===== config.mk =====
export PLATFORM = sky130hd
export DESIGN_NAME = itch_framer
export DESIGN_NICKNAME = d
export VERILOG_FILES = /design/src/rtl/itch_pkg.sv /design/src/rtl/itch_msg_buf.sv /design/src/rtl/itch_framer.sv
export SDC_FILE = /design/constraint.sdc
export NUM_CORES = 1
export LEC_CHECK = 0
export ABC_AREA = 0
export CAP_MARGIN = 20
export CELL_PAD_IN_SITES_DETAIL_PLACEMENT = 1
export CELL_PAD_IN_SITES_GLOBAL_PLACEMENT = 1
export CORE_ASPECT_RATIO = 1.1
export CORE_UTILIZATION = 43
export CTS_CLUSTER_SIZE = 10
export DETAILED_ROUTE_END_ITERATION = 16
export GPL_ROUTABILITY_DRIVEN = 1
export PLACE_DENSITY_LB_ADDON = 0.1
export RECOVER_POWER = 25
export SLEW_MARGIN = 25
export SYNTH_ARGS = -nofsm -noshare
export SYNTH_HDL_FRONTEND = slang
export SYNTH_SLANG_ARGS = --single-unit

===== constraint.sdc =====
create_clock -name clk -period 4.3 [get_ports clk]
set_clock_uncertainty 0.1 [all_clocks]
set_input_delay 0.86 -clock clk [delete_from_list [all_inputs] [get_ports clk]]
set_output_delay 0.86 -clock clk [all_outputs]
set_load 0.01 [all_outputs]

===== src/rtl/itch_pkg.sv =====
// Shared ITCH 5.0 constants, framer state encoding and the per-type length lookup.
package itch_pkg;

  localparam logic [7:0] TYPE_ADD      = 8'h41;  // 'A'
  localparam logic [7:0] TYPE_ADD_MPID = 8'h46;  // 'F'
  localparam logic [7:0] TYPE_EXEC     = 8'h45;  // 'E'
  localparam logic [7:0] TYPE_CANCEL   = 8'h58;  // 'X'
  localparam logic [7:0] TYPE_DELETE   = 8'h44;  // 'D'
  localparam logic [7:0] TYPE_REPLACE  = 8'h55;  // 'U'

  localparam logic [15:0] LEN_ADD      = 16'd36;
  localparam logic [15:0] LEN_ADD_MPID = 16'd40;
  localparam logic [15:0] LEN_EXEC     = 16'd31;
  localparam logic [15:0] LEN_CANCEL   = 16'd23;
  localparam logic [15:0] LEN_DELETE   = 16'd19;
  localparam logic [15:0] LEN_REPLACE  = 16'd35;

  typedef enum logic [2:0] {
    LEN_HI,
    LEN_LO,
    BODY,
    SKIP,
    PLAY
  } state_t;

  // Zero means the type is not one we police.
  function automatic logic [15:0] expected_len(input logic [7:0] msg_type);
    case (msg_type)
      TYPE_ADD:      expected_len = LEN_ADD;
      TYPE_ADD_MPID: expected_len = LEN_ADD_MPID;
      TYPE_EXEC:     expected_len = LEN_EXEC;
      TYPE_CANCEL:   expected_len = LEN_CANCEL;
      TYPE_DELETE:   expected_len = LEN_DELETE;
      TYPE_REPLACE:  expected_len = LEN_REPLACE;
      default:       expected_len = 16'd0;
    endcase
  endfunction

endpackage


===== src/rtl/itch_msg_buf.sv =====
// Message body buffer: one write port, one registered read port. A read of the
// address being written returns the new byte so a 1-byte message replays on time.
module itch_msg_buf #(
  parameter int DEPTH = 64,
  parameter int AW    = 6
) (
  input  logic          clk,
  input  logic          wr_en,
  input  logic [AW-1:0] wr_addr,
  input  logic [7:0]    wr_data,
  input  logic [AW-1:0] rd_addr,
  output logic [7:0]    rd_data
);

  logic [7:0] mem [DEPTH];

  always_ff @(posedge clk) begin
    if (wr_en) begin
      mem[wr_addr] <= wr_data;
    end
    if (wr_en && (wr_addr == rd_addr)) begin
      rd_data <= wr_data;
    end else begin
      rd_data <= mem[rd_addr];
    end
  end

endmodule


===== src/rtl/itch_framer.sv =====
// itch_framer: buffers 2-byte length-prefixed ITCH messages and replays each as a gap-free burst.
// Optional FRAMER_TYPE_CHECK_EN: known types whose length disagrees are replayed with valid=0.
module itch_framer
  import itch_pkg::*;
#(
  parameter int MAX_LEN = 64,
  parameter int CNT_W   = 16
) (
  input  logic             clk,
  input  logic             rst,
  input  logic [7:0]       in_data,
  input  logic             in_valid,
  input  logic             in_last,
  output logic             in_ready,
  output logic [7:0]       message,
  output logic             valid,
  output logic             start_msg,
  output logic             end_msg,
  output logic             err_trunc,
  output logic             err_oversize,
  output logic [CNT_W-1:0] err_count
);

  localparam int AW = (MAX_LEN > 1) ? $clog2(MAX_LEN) : 1;
  localparam logic [15:0] MAX_LEN_W = 16'(MAX_LEN);

  state_t state_reg, state_next;
  logic [15:0] len_reg, len_next;
  // Write index in BODY, consumed count in SKIP, next read address in PLAY.
  logic [15:0] idx_reg, idx_next;
  logic in_ready_reg, in_ready_next;
  logic act_reg, act_next;
  logic start_reg, start_next;
  logic end_reg, end_next;
  logic valid_reg, valid_next;
  logic trunc_reg, trunc_next;
  logic over_reg, over_next;
  logic [CNT_W-1:0] cnt_reg, cnt_next;

  logic accept, last_byte, wr_en, type_bad, type_err, err_event;
  logic [15:0] len_full;
  logic [AW-1:0] rd_addr;
  logic [7:0] rd_data;

`ifdef FRAMER_TYPE_CHECK_EN
  logic [7:0] type_reg, type_next, msg_type;
  logic [15:0] type_len;

  assign msg_type  = (idx_reg == 16'd0) ? in_data : type_reg;
  assign type_len  = expected_len(msg_type);
  assign type_bad  = (type_len != 16'd0) && (type_len != len_reg);
  assign type_next = (state_reg == BODY && accept && idx_reg == 16'd0) ? in_data : type_reg;

  always_ff @(posedge clk) begin
    if (rst) begin
      type_reg <= 8'h00;
    end else begin
      type_reg <= type_next;
    end
  end
`else
  assign type_bad = 1'b0;
`endif

  assign accept    = in_valid && in_ready_reg;
  assign len_full  = {len_reg[15:8], in_data};
  assign last_byte = (idx_reg == len_reg - 16'd1);
  assign rd_addr   = (state_reg == PLAY) ? idx_reg[AW-1:0] : '0;

  itch_msg_buf #(
    .DEPTH(MAX_LEN),
    .AW   (AW)
  ) u_buf (
    .clk    (clk),
    .wr_en  (wr_en),
    .wr_addr(idx_reg[AW-1:0]),
    .wr_data(in_data),
    .rd_addr(rd_addr),
    .rd_data(rd_data)
  );

  always_comb begin
    state_next = state_reg;
    len_next   = len_reg;
    idx_next   = idx_reg;
    act_next   = 1'b0;
    start_next = 1'b0;
    end_next   = 1'b0;
    valid_next = 1'b0;
    trunc_next = 1'b0;
    over_next  = 1'b0;
    type_err   = 1'b0;
    wr_en      = 1'b0;

    case (state_reg)
      LEN_HI: begin
        if (accept) begin
          len_next = {in_data, 8'h00};
          if (in_last) begin
            trunc_next = 1'b1;
          end else begin
            state_next = LEN_LO;
          end
        end
      end
      LEN_LO: begin
        if (accept) begin
          len_next = len_full;
          idx_next = 16'd0;
          if (len_full == 16'd0) begin
            state_next = LEN_HI;
          end else if (len_full > MAX_LEN_W) begin
            over_next  = 1'b1;
            state_next = in_last ? LEN_HI : SKIP;
          end else if (in_last) begin
            trunc_next = 1'b1;
            state_next = LEN_HI;
          end else begin
            state_next = BODY;
          end
        end
      end
      BODY: begin
        if (accept) begin
          wr_en = 1'b1;
          if (last_byte) begin
            // Read of byte 0 is issued this cycle so the burst starts next cycle.
            state_next = PLAY;
            idx_next   = 16'd1;
            act_next   = 1'b1;
            start_next = 1'b1;
            end_next   = (len_reg == 16'd1);
            valid_next = ~type_bad;
            type_err   = type_bad;
          end else if (in_last) begin
            trunc_next = 1'b1;
            state_next = LEN_HI;
          end else begin
            idx_next = idx_reg + 16'd1;
          end
        end
      end
      SKIP: begin
        if (accept) begin
          if (last_byte || in_last) begin
            state_next = LEN_HI;
          end else begin
            idx_next = idx_reg + 16'd1;
          end
        end
      end
      PLAY: begin
        if (idx_reg == len_reg) begin
          state_next = LEN_HI;
        end else begin
          act_next   = 1'b1;
          valid_next = valid_reg;
          end_next   = (idx_reg == len_reg - 16'd1);
          idx_next   = idx_reg + 16'd1;
        end
      end
      default: state_next = LEN_HI;
    endcase

    in_ready_next = (state_next != PLAY);
    err_event     = trunc_next | over_next | type_err;
    cnt_next      = (err_event && (cnt_reg != '1)) ? cnt_reg + CNT_W'(1) : cnt_reg;
  end

  always_ff @(posedge clk) begin
    if (rst) begin
      state_reg    <= LEN_HI;
      len_reg      <= 16'd0;
      idx_reg      <= 16'd0;
      in_ready_reg <= 1'b0;
      act_reg      <= 1'b0;
      start_reg    <= 1'b0;
      end_reg      <= 1'b0;
      valid_reg    <= 1'b0;
      trunc_reg    <= 1'b0;
      over_reg     <= 1'b0;
      cnt_reg      <= '0;
    end else begin
      state_reg    <= state_next;
      len_reg      <= len_next;
      idx_reg      <= idx_next;
      in_ready_reg <= in_ready_next;
      act_reg      <= act_next;
      start_reg    <= start_next;
      end_reg      <= end_next;
      valid_reg    <= valid_next;
      trunc_reg    <= trunc_next;
      over_reg     <= over_next;
      cnt_reg      <= cnt_next;
    end
  end

  assign in_ready     = in_ready_reg;
  assign message      = act_reg ? rd_data : 8'h00;
  assign valid        = valid_reg;
  assign start_msg    = start_reg;
  assign end_msg      = end_reg;
  assign err_trunc    = trunc_reg;
  assign err_oversize = over_reg;
  assign err_count    = cnt_reg;

endmodule


# [Yosys cells after proc, flatten, opt, wreduce, memory -nomap -nowiden]
# Memories as Yosys holds them, arrays and structs flattened. A register that Yosys moved wholly into a read port is not among the register bits.
# Index checks and enable logic that the tools add are counted.
[totals] regBits=58 ram_bits=512 inputBits=12 mem_count=1
[mem_list] memory="u_buf.mem" words=64 word_bits=8 rd=1 rd_ports_with_merged_regs=1 wr=1 line_no="itch_msg_buf.sv:15" rtl="logic [7:0] mem [DEPTH];"
[classes] add_sub_neg=3 magnitude_cmp=1 n_eq_ne=17 muxes=53 n_bitwise=3 reduce_logical=11
[op_table] op="16-bit two-way mux" n=8
[op_table] op="16-bit case mux with 4 select lines" n=1
[op_table] op="16-bit by 1-bit adder with 16-bit output, second input constant" n=2
[op_table] op="16-bit equality test" n=2
[op_table] op="16-bit case mux with 2 select lines" n=1
[op_table] op="3-bit two-way mux" n=9
[op_table] op="1-bit two-way mux" n=22
[op_table] op="16-bit by 1-bit equality test with 1-bit output, second input constant" n=1
[op_table] op="16-bit by 7-bit > comparator with 1-bit output, second input constant" n=1
[op_table] op="16-bit zero test" n=1
[op_table] op="8-bit two-way mux" n=2
[op_table] op="16-bit inequality test, second input constant" n=1
[op_table] op="16-bit by 1-bit subtractor with 16-bit output, second input constant" n=1
[op_table] op="3-bit case mux with 5 select lines" n=1
[op_table] op="2-bit inequality test, second input constant" n=6
[op_table] op="2-bit two-way mux" n=4
[op_table] op="7-bit AND reduction" n=1
[op_table] op="3-bit by 2-bit equality test with 1-bit output, second input constant" n=2
[op_table] op="6-bit two-way mux" n=1
[op_table] op="3-bit inequality test, second input constant" n=2
[op_table] op="1-bit case mux with 2 select lines" n=3
[op_table] op="3-bit AND reduction" n=2
[op_table] op="4-bit nonzero test" n=1
[op_table] op="3-bit by 1-bit equality test with 1-bit output, second input constant" n=1
[op_table] op="other kinds (10)" n=12

# [Longest topological paths before layout]
# Gate-level depths: netlist (run 1).
[depth] word_depth=7 mapped_depth=12 ltp_nobuf=10

# [Hierarchy]
# A second synthesis (run 1) with hierarchy kept.
[unflattened] cells_unflattened=1387 hier_area_um2=23662.7
[modules_own_cells] module="itch_msg_buf" instances=1 cells_each=938 area_per_inst_um2=20126.8 seq_area_each_um2=15494.9
[modules_own_cells] module="itch_framer" instances=1 cells_each=449 area_per_inst_um2=3535.9 seq_area_each_um2=1161.1

# [Worst setup path after synthesis (run 1)]
# Ideal clock, no wire load.
[synth_path] path_type="flip-flop to output port" startpoint="reg (tool-made name)" endpoint="out message[0]" arrival_ps=3014 path_slack_ps=326 stages_incl_launch_ff=7 cell_sequence="dfxtp_1 clkbuf_1 buf_1 mux4_2 mux4_2 mux4_2 and2_1"
[synth_rtl] element="to (decl)" line_no="itch_framer.sv:15" rtl="output logic [7:0] message,"

==> flow_metrics.tcl, run 1 <==
set metrics [dict create \
    antenna_found_initial 3 \
    dp_hpwl_um 36500 \
    grt_usage_pct 22.8 \
    violations "max-capacitance violations, max-slew violations, negative setup slack" \
    grt_pass1_wl_um 89800 \
    gp_congestion 0.758 \
    clk_latency_ns 0.59 \
    wirelength_um 60600 \
    status "finished with violations" \
    r2r-start "len_reg[4]" \
    holdCritPathClass "reg -> reg" \
    grt_max_degree 67 \
    clkPwrFrac_pct 44.7 \
    ant_nets 0 \
    numCtsBuffers 68 \
    fill_cells 4826 \
    drtIter0Drc 923 \
    vias 12560 \
    fin_crit_sh_pct 100 \
    synth_edf_count 512 \
    register_area_mm2 0.0167 \
    die-area_mm2 0.0550 \
    cts.hold.buffers_added 0 \
    combPwrFrac_pct 1.8 \
    nets 1451 \
    ys_seq_area_share_pct 71.7 \
    r2r_end "idx_reg[12]" \
    wire_per_inst_um 28.4 \
    io_pins 42 \
    start_kind "register" \
    antenna_cells 0 \
    syn2layout_area_growth_pct 18.2 \
    max_freq_ghz 0.232 \
    finalInstanceArea_mm2 0.0275 \
    path_class "reg -> out" \
    grt_remaining_overflow 0 \
    num_rows 88 \
    cts_buffer_depth 3 \
    ff2ff_setup_slack_ns 0.43 \
    tightestPinTransition_ns 3.37 \
    crit_arrival_ns 3.35 \
    die_w_um 224 \
    via_per_inst 5.89 \
    htree_num_levels 3 \
    power_mw 11.4 \
    leakage_nw 8.61 \
    ys_ff_latch 576 \
    largest_reg_flops 512 \
    synth_cells 1253 \
    regMostFlops "u_buf.mem" \
    setup_ws_ns -0.0105 \
    powerDensity_mw_per_mm2 416 \
    root_buffer "clkbuf_16" \
    start_util_pct 44.0 \
    syn_area_per_cell_um2 18.5 \
    core_mm2 0.0529 \
    ir_drop_mv 0.248 \
    period_needed_ns 4.31 \
    synth_flop_cell "edfxtp_1" \
    synth.yosys.warnings 0 \
    final_layout_size_suffix_gt1_share_pct 28.0 \
    synthDistinctLibCells 62 \
    cts.sinks 576 \
    relSlewSlack_pct -124 \
    port_buffers 41 \
    cts_tree "yes" \
    placed_area_mm2 0.0250 \
    clk_pin_slew_ns 0.06 \
    crit_path_end_kind "primary output" \
    syn_nets 1269 \
    final_common_cell "edfxtp_1" \
    crit_fanout 6 \
    drc 0 \
    die_h_um 246 \
    internal-power_mw 9.13 \
    ff2ff_path_depth 7 \
    crit_required_ns 3.34 \
    drv_cap 6 \
    swShare_pct 20.1 \
    syn_area_mm2 0.0232 \
    multi_input_area_mm2 0.00630 \
    critPathCapture "message[0]" \
    grt_pass1_vias 13465 \
    rsz0062_at_grt "true" \
    layout_common_cells "edfxtp_1, mux4_2, buf_4" \
    hold_viol_final 0 \
    drv_slew 372 \
    tns_ns -0.0195 \
    setup_viol 2 \
    firstDrtPassIters 7 \
    post-route-util_pct 51.9 \
    async_reset_ff_share_pct 0 \
    power_frac_seq_pct 53.5 \
    netSwitchingPower_mw 2.29 \
]
-- critical path, cell delays in order, from the launching register on --
cell and delay [ns]:
dfxtp_4 0.38, buf_12 0.13, buf_16 0.12, buf_12 0.12, buf_6 0.09, mux4_2 0.49, mux4_2 0.62, mux4_2 0.51
and2_4 0.18, buf_6 0.11
-- cell type report --
class / instances / share of cell area (%)
clock buffers: 88 / 6.78
clock inverters: 4 / 0.0775
inverters: 6 / 0.0820
multi-input cells: 603 / 22.9
flip-flops and latches: 576 / 60.7
well taps: 675 / 3.08
repair buffers: 180 / 6.34
-- synth_stat cells (3+ instances only) --
cell type	number	share of area (%)
a21oi_1	49	1.1
and2_1	10	0.27
and3_1	12	0.32
and4_1	3	0.11
buf_1	16	0.26
buf_2	4	0.086
clkbuf_1	46	0.74
dfxtp_1	64	5.5
edfxtp_1	512	66
ha_1	4	0.22
inv_1	6	0.097
mux2i_1	3	0.13
mux4_2	168	16
nand2_1	48	0.78
nand2b_1	6	0.16
nand3_1	27	0.58
nand3b_1	5	0.16
nand4_1	11	0.30
nor2_1	90	1.5
nor2b_1	8	0.22
nor3_1	13	0.28
nor4_1	8	0.22
nor4b_1	3	0.11
o21ai_0	27	0.58
o31ai_1	11	0.36
or2_2	5	0.13
or3_1	18	0.48
or4_1	13	0.42
xnor2_1	8	0.30
xor2_1	16	0.60
-- per-stage QoR --
stage          std cells  setup WS, ns  hold WS, ns
3_3_place_gp        1999         0.290        0.353
6_report            2132       -0.0105        0.377
2_1_floorplan       1253         0.326        0.370
3_5_place_dp        1999         0.289        0.358
5_1_grt             2132       -0.0879        0.397
4_1_cts             2129       -0.0422        0.377
-- layer usage --
| metal | vias up | wire [um] | share of wire, % | global-route usage (%) |
|---|---|---|---|---|
| li1 | 5466 | - | - | - |
| met1 | 6710 | 25500 | 42 | 29.6 |
| met2 | 297 | 31100 | 51 | 39.0 |
| met3 | 87 | 2440 | 4.0 | 3.55 |
| met4 | 0 | 1560 | 2.6 | 7.78 |
| met5 | - | 0 | 0 | 0 |
-- how the worst min path moves through the flow --
stage,slack [ns],depth (start not counted),to,startpoint
floorplan,0.37,2,idx_reg[15],idx_reg[15]
global placement,0.35,1,valid,valid
detailed placement,0.36,1,valid,valid
CTS,0.38,1,valid,valid
global route,0.40,1,valid,valid
finish,0.38,1,valid,valid
-- cells by family after synthesis --
family,after synthesis,share of synthesized area (%)
multiplexers,171,16.4
XOR/XNOR,24,0.905
flip-flops,576,71.7
adder cells (fa/ha/maj),4,0.215
AO/OA/AOI/OAI,113,2.97
AND/OR/NAND/NOR,291,6.52
buffers and inverters,74,1.28
-- power by group through the flow --
stage	logic [mW]	clock network (mW)	registers, mW
after detailed placement	0.218	0	6.22
after global routing	0.231	5.39	6.11
after floorplan	0.0778	0	6.22
final	0.211	5.10	6.11
after global placement	0.209	0	6.22
after CTS	0.218	5.21	6.10
-- timing repair --
item,CTS,global route
buffers inserted,33,3
resized for setup,67,3
setup endpoints to repair,8,5
gates cloned,5,0
Power figures use the tool's default switching activity.
==> inputs of run 2 (changes only) <==
clock period = 5.3 ns   (was 4.3 ns; I/O delays follow)
==> run 2 against run 1 <==
The run ends with max-capacitance violations, max-slew violations left; critical path depth fell by 3; via count down 2.0%; hold slack worse by 0.0065 ns; sequential power is 19% lower; highest routed layer is now met5; first-iteration DRC count up 13%; total power down 19%; utilization decreased by 1.4 points.
==> flow_metrics.tcl, run 2 (same netlist as run 1, synthesis figures left out) <==
set metrics [dict create \
    fill_cells 4831 \
    crit_path_end_kind "primary output" \
    layout_common_cells "edfxtp_1, mux4_2, nor2_1" \
    port_buffers 41 \
    violations "max-capacitance violations, max-slew violations" \
    cts_tree "yes" \
    clk_pin_slew_ns 0.05 \
    cts_resized 0 \
    grt_util_met3_pct 4.22 \
    combPwrFrac_pct 1.8 \
    crit_arrival_ns 3.83 \
    r2r-start "state_reg[0]" \
    wire_per_inst_um 28.7 \
    start_util_pct 44.0 \
    r2r_end "idx_reg[8]" \
    netSwitchingPower_mw 1.84 \
    holdCritPathClass "reg -> reg" \
    status "finished with violations" \
    fin_crit_sh_pct 94.1 \
    num_rows 88 \
    drv_slew 335 \
    hold_viol_final 0 \
    holdWs_ns 0.370 \
    grt_pass1_wl_um 87700 \
    numCtsBuffers 68 \
    clkPwrFrac_pct 44.9 \
    period_needed_ns 4.99 \
    clk_latency_ns 0.59 \
    max_freq_ghz 0.201 \
    grt_usage_pct 22.4 \
    tightestPinTransition_ns 3.37 \
    ant_nets 0 \
    largest_reg_flops 512 \
    die_h_um 246 \
    nets 1386 \
    final_layout_size_suffix_gt1_share_pct 23.6 \
    leakage_nw 8.17 \
    core_mm2 0.0529 \
    top_usage_layer "met2" \
    holdPathStages 1 \
    regMostFlops "u_buf.mem" \
    ff2ff_setup_slack_ns 1.30 \
    holdCritStartpoint "valid" \
    root_buffer "clkbuf_16" \
    drv_cap 5 \
    grt_max_degree 69 \
    holdPathEnd "valid" \
    grt.met1_usage_pct 29.0 \
    postCtsSetupRepairBufs 0 \
    ir_drop_mv 0.196 \
    tns_ns 0 \
    cts.sinks 576 \
    path_class "reg -> out" \
    drc 0 \
    firstDrtPassIters 4 \
    antenna_found_initial 6 \
    io_pins 42 \
    final_common_cell "edfxtp_1" \
    cts_buffer_depth 3 \
    relSlewSlack_pct -125 \
    grt_remaining_overflow 0 \
    ff2ff_path_depth 7 \
    crit_fanout 64 \
    grt_pass1_vias 12973 \
    antenna_cells 0 \
    rsz0062_at_grt "false" \
    vias 12314 \
    gp_congestion 0.769 \
    die-area_mm2 0.0550 \
    die_w_um 224 \
    powerDensity_mw_per_mm2 349 \
    setup_viol 0 \
    via_per_inst 5.94 \
    wirelength_um 59500 \
    internal-power_mw 7.46 \
    start_kind "register" \
    grt_use_met2_pct 38.1 \
    crit_required_ns 4.14 \
    drtIter0Drc 1042 \
    htree_num_levels 3 \
    cts.hold.buffers_added 0 \
    power_frac_seq_pct 53.3 \
    dp_hpwl_um 36800 \
    syn2layout_area_growth_pct 14.9 \
    swShare_pct 19.8 \
]
[run 2: power by group through the flow]
stage	Sequential [mW]	Clock, mW	Combinational [mW]
2_1_floorplan	5.04	0	0.0631
3_5_place_dp	5.04	0	0.174
5_1_grt	4.96	4.44	0.185
3_3_place_gp	5.04	0	0.168
4_1_cts	4.95	4.28	0.174
6_report	4.96	4.18	0.169
[run 2: how the worst max path moves through the flow]
stage	from	end	depth (start not counted)
6_report	register	message[3]	6
5_1_grt	register	message[6]	6
4_1_cts	register	message[3]	6
3_5_place_dp	register	message[4]	6
3_3_place_gp	register	message[3]	6
2_1_floorplan	register	message[0]	6
[run 2: cell type report]
type	instances	area [um2]	share of cell area, %
inverter	6	22.5	0.0843
clock inverter	3	46.3	0.173
multi-input combinational	603	6280	23.5
timing repair buffer	115	971	3.64
sequential	576	16700	62.4
clock buffer	95	1880	7.03
tap	675	845	3.16
[run 2: worst max-delay path, cell delays in order (launching register included)]
cell and delay [ns]:
dfxtp_4 0.40, buf_12 0.40, mux4_2 0.61, mux4_2 0.51, mux4_2 0.53, and2_1 0.20, clkdlybuf4s50_1 0.48
[run 2: per-stage QoR]
stage | cell area [um2] | util [%] | setup slack (ns) | std cells | total power [mW]
floorplan | 23200 | - | 1.13 | 1253 | 5.11
global placement | 24800 | 46.9 | 0.897 | 1975 | 5.21
detailed placement | 24800 | 46.9 | 0.880 | 1975 | 5.22
CTS | 26700 | 50.6 | 0.234 | 2073 | 9.41
global route | 26700 | 50.5 | 0.157 | 2073 | 9.58
finish | 26700 | 50.5 | 0.314 | 2073 | 9.31
[run 2: metal layers]
metal,routed length [um],vias up
li1,-,5337
met2,30200,270
met1,25000,6611
met5,26,-
met4,1500,4
met3,2750,92
